[src/rtl/i2s_clock_ctrl.sv]
// i2s_clock_ctrl: fractional-NCO bclk/lrclk generator that starts and stops the I2S bus on frame boundaries
module i2s_clock_ctrl #(
  parameter int CLK_RATE_HZ    = 50_000_000,
  parameter int SAMPLE_RATE_HZ = 48_000,
  parameter int ACC_W          = 32
) (
  input  logic        clk,
  input  logic        reset,
  input  logic        enable,
  output logic        bclk,
  output logic        lrclk,
  output logic        frame_start,
  output logic        running,
  output logic [31:0] frame_count
);
  localparam logic [1:0] IDLE     = 2'd0;
  localparam logic [1:0] RUN      = 2'd1;
  localparam logic [1:0] STOPPING = 2'd2;
  localparam logic [63:0] INC64 = ((64'(SAMPLE_RATE_HZ) * 64'd128) << ACC_W) / 64'(CLK_RATE_HZ);
  localparam logic [ACC_W-1:0] INC = INC64[ACC_W-1:0];
  if (INC64 >= (64'd1 << (ACC_W - 1))) begin : g_rate_check
    $error("bclk rate must stay below clk/4");
  end
  logic [1:0]       state;
  logic [ACC_W-1:0] acc;
  logic [ACC_W:0]   sum;
  logic [5:0]       bit_cnt;
  logic [5:0]       bit_nxt;
  logic             fall;
  logic             wrap;
  always_comb begin
    sum     = {1'b0, acc} + {1'b0, INC};
    bit_nxt = bit_cnt + 6'd1;
    fall    = sum[ACC_W] & bclk;
    wrap    = fall & (bit_cnt == 6'd63);
  end
  assign running = state != IDLE;
  always_ff @(posedge clk) begin
    if (!reset) begin
      state       <= IDLE;
      acc         <= '0;
      bit_cnt     <= '0;
      bclk        <= 1'b0;
      lrclk       <= 1'b0;
      frame_start <= 1'b0;
      frame_count <= '0;
    end else begin
      frame_start <= 1'b0;
      if (state == IDLE) begin
        if (enable) begin
          state       <= RUN;
          frame_start <= 1'b1;
          frame_count <= frame_count + 32'd1;
        end
      end else if (wrap && state == STOPPING && !enable) begin
        // stop lands on the final fall of the frame, leaving the bus parked low
        state   <= IDLE;
        acc     <= '0;
        bit_cnt <= '0;
        bclk    <= 1'b0;
        lrclk   <= 1'b0;
      end else begin
        acc   <= sum[ACC_W-1:0];
        state <= enable ? RUN : STOPPING;
        if (sum[ACC_W]) bclk <= ~bclk;
        if (fall) begin
          bit_cnt <= bit_nxt;
          lrclk   <= bit_nxt[5];
        end
        if (wrap) begin
          frame_start <= 1'b1;
          frame_count <= frame_count + 32'd1;
        end
      end
    end
  end
endmodule

[config.mk]
export PLATFORM = sky130hd
export DESIGN_NAME = i2s_clock_ctrl
export DESIGN_NICKNAME = d
export VERILOG_FILES = /design/src/rtl/i2s_clock_ctrl.sv
export SDC_FILE = /design/constraint.sdc
export NUM_CORES = 1
export LEC_CHECK = 0
export CORE_MARGIN = 4
export CORE_UTILIZATION = 55
export DETAILED_ROUTE_END_ITERATION = 10
export HOLD_SLACK_MARGIN = 0.1
export PLACE_DENSITY = 0.88
export SETUP_SLACK_MARGIN = 0.02
export SLEW_MARGIN = 20
export SYNTH_ARGS = -nofsm -noshare
export SYNTH_HDL_FRONTEND = slang
export SYNTH_SLANG_ARGS = --single-unit
[constraint.sdc]
create_clock -name clk -period 3.8 [get_ports clk]
set_input_delay 0.57 -clock clk [delete_from_list [all_inputs] [get_ports clk]]
set_output_delay 0.57 -clock clk [all_outputs]
set_load 0.02 [all_outputs]
==> impl_metrics.toml <==
[sta]
final.setup.tns_ns = 0
min_period_over_period = 0.749
hold_ws_ns = 0.492
slew_headroom = 0.530
fmax_mhz = 351
setup_slack_ns = 0.954
fin_skew_ns = 0.0116
rsz0062_at_grt = "false"
worstMarginPinSlew_ns = 0.705
drv_slew = 0
setup_viol = 0
min_period_ns = 2.85
finalHoldViolations = 0

[worst_setup_path]
crit_type = "reg -> reg"
r2r_start = "acc[29]$_SDFFE_PN0N_"
r2r_cells = 6
crit_start = "acc[29]$_SDFFE_PN0N_"
crit_end = "frame_count[27]$_SDFFE_PN0P_"
cp.required_ns = 4.08
worstPathMaxFanout = 11
r2r_slack_ns = 0.95
start_kind = "flip-flop"
r2r-end = "frame_count[27]$_SDFFE_PN0P_"
cp_data_arrival_time_ns = 3.13
cp-end-kind = "flip-flop"

[detailed_routing]
first_pass_iters = 4
drcViolationCount = 0
viasPerCell = 6.17
num_vias = 3406
drt_iter0_markers = 224
drtAntennaViolNets = 0
drt-total-wl_mm = 8.59
post_drt_wl_per_cell_um = 15.6

[logic_synthesis]
ys_seq_area_frac = 0.399
synth.avg_cell_area_um2 = 8.45
syn_nets = 445
synth_edf_count = 0
yosys_most_used_dff = "dfxtp_1"
synth-seq-cells = 74
synth_warnings = 0
syn_inst = 439
postSynth.asyncResetShare = 0
netlist_area_um2 = 3710
synth.distinct_cells = 54

[finish]
most-common-layout-cells = "dfxtp_1 (74), nor2_1 (47), a21oi_1 (38), clkdlybuf4s50_1 (38), nand2_1 (33)"
n_antenna_cell = 0
num-nets-final = 477
final_common_cell = "dfxtp_1"
area_growth_pct = 16.6
layout-drive-gt1-share = 0.0674
final_cells = 552
final_area_um2 = 4330

[floorplanning]
initial_core_util = 0.574
rows = 29
coreArea_um2 = 6460
dieWidth_um = 90.1
die_h_um = 90.1
dieArea_um2 = 8120
ios = 39

[power]
p_per_area_nw_per_um2 = 395
p_leak_uw = 0.00141
switching_share = 0.286
switching_power_uw = 490
internal_power_uw = 1220
pwr-share-comb = 0.153
p_clk_frac = 0.347
vdd_ir_drop_max_mv = 0.313
power_frac_seq = 0.499

[global_routing]
grt_max_degree = 38
grt.total_usage = 0.219
grt_pass1_vias = 3275
gr-total-overflow = 0
grt_pass1_wl_mm = 15.0
antenna_found_initial = 0

[run_status]
outcome = "completed"

[clock_network]
clkSinkCount = 74
post-cts-setup-buffers = 0
holdBufCountCts = 0
cts.path.max_buffers = 2
cts_tree = "yes"
cts_buffers = 9
cts_resized = 0
clk_latency_ns = 0.35
h-tree-depth = 3
root_buffer = "clkbuf_8"
cts.reportedPaths.clkPinSlew_ns = 0.08

[flow_run]
maxCapViolations = 0

[place]
dp_hpwl_mm = 5.94
place_congestion = 0.815
io_buffers = 38
pre_cts_ws_ns = 1.00
dp.cells = 537
dpl-instance-area_um2 = 4140

[worst_hold_path]
hold_path.class = "reg -> reg"
hold_depth = 2
[cell type report]
cell class,count,area (µm²)
fillers,527,2130
clock inverters,3,40.0
multi-input cells,326,2080
clock buffers,12,145
inverters,18,67.6
repair buffers,42,410
flip-flops and latches,74,1480
well taps,77,96.3
[worst max-delay path, cell delays in order (launching register included)]
cell     delay (ns)
dfxtp_1        0.46
nand4_1        0.39
nor3_2         0.34
o22ai_2        0.21
or4_1          0.71
or4_1          0.52
a21oi_1        0.15
[stage by stage]
stage | utilization | power [µW]
2_1_floorplan | - | 1070
3_3_place_gp | 0.640 | 1110
3_5_place_dp | 0.640 | 1130
4_1_cts | 0.669 | 1720
5_1_grt | 0.670 | 1790
6_report | 0.670 | 1710
[flip-flops by register name, summed over array words and instances, names as in the netlist]
register and cells:
acc 32, frame_count 32, bit_cnt 5, state 2, bclk 1, frame_start 1
lrclk 1
[per-layer routing]
layer,wire length (µm),vias up,global-route usage
met5,0,-,0
met4,184,0,0.103
met3,480,15,0.0392
met2,4140,99,0.361
met1,3780,1618,0.277
li1,-,1674,-
[synthesized netlist by cell type (3+ instances only)]
master     count  area (µm²)
and3_1         6        37.5
o21ai_0       16        80.1
nor2_1        47         176
a2111oi_0      4        35.0
clkbuf_1      13        48.8
xnor2_1       23         201
inv_1         17        63.8
o41ai_1        5        43.8
nand2_1       33         124
o31ai_1       22         165
nor3_1         6        30.0
o2111ai_1      4        35.0
dfxtp_1       74        1480
a21oi_1       38         190
a31oi_1        3        18.8
or3_1         15        93.8
and2_1         4        25.0
or4b_1         3        30.0
buf_2          7        35.0
nand4_1        6        37.5
a21o_1         3        22.5
xor2_1        11        96.3
or4_1         17         128
nand3_1       22         110
ha_1           3        37.5
[power by group through the flow]
stage	clock (µW)	sequential, µW	combinational (µW)
after global placement	0	868	247
after global routing	639	860	293
after floorplan	0	865	200
after CTS	607	854	259
after detailed placement	0	871	256
final	594	854	262
[cell families (layout without fill, tap and decap cells)]
kind of cell | after synthesis | count (layout) | synth area share
buffers and inverters | 39 | 75 | 0.0422
DFF | 74 | 74 | 0.399
xor gates and xnor gates | 34 | 34 | 0.0803
and+or+nand+nor | 171 | 171 | 0.249
adders and majority gates | 3 | 3 | 0.0101
AOI/OAI and AO/OA | 118 | 118 | 0.220
[how the worst min path moves through the flow]
stage	startpoint	slack, ns	endpoint
after CTS	frame_count[31]$_SDFFE_PN0P_	0.49	frame_count[31]$_SDFFE_PN0P_
after detailed placement	frame_count[31]$_SDFFE_PN0P_	0.48	frame_count[31]$_SDFFE_PN0P_
final	bit_cnt[4]$_SDFFE_PN0P_	0.49	bit_cnt[4]$_SDFFE_PN0P_
after global placement	bit_cnt[4]$_SDFFE_PN0P_	0.46	bit_cnt[4]$_SDFFE_PN0P_
after global routing	frame_count[31]$_SDFFE_PN0P_	0.50	frame_count[31]$_SDFFE_PN0P_
after floorplan	bit_cnt[4]$_SDFFE_PN0P_	0.45	bit_cnt[4]$_SDFFE_PN0P_
(Power assumes the default switching activity.)
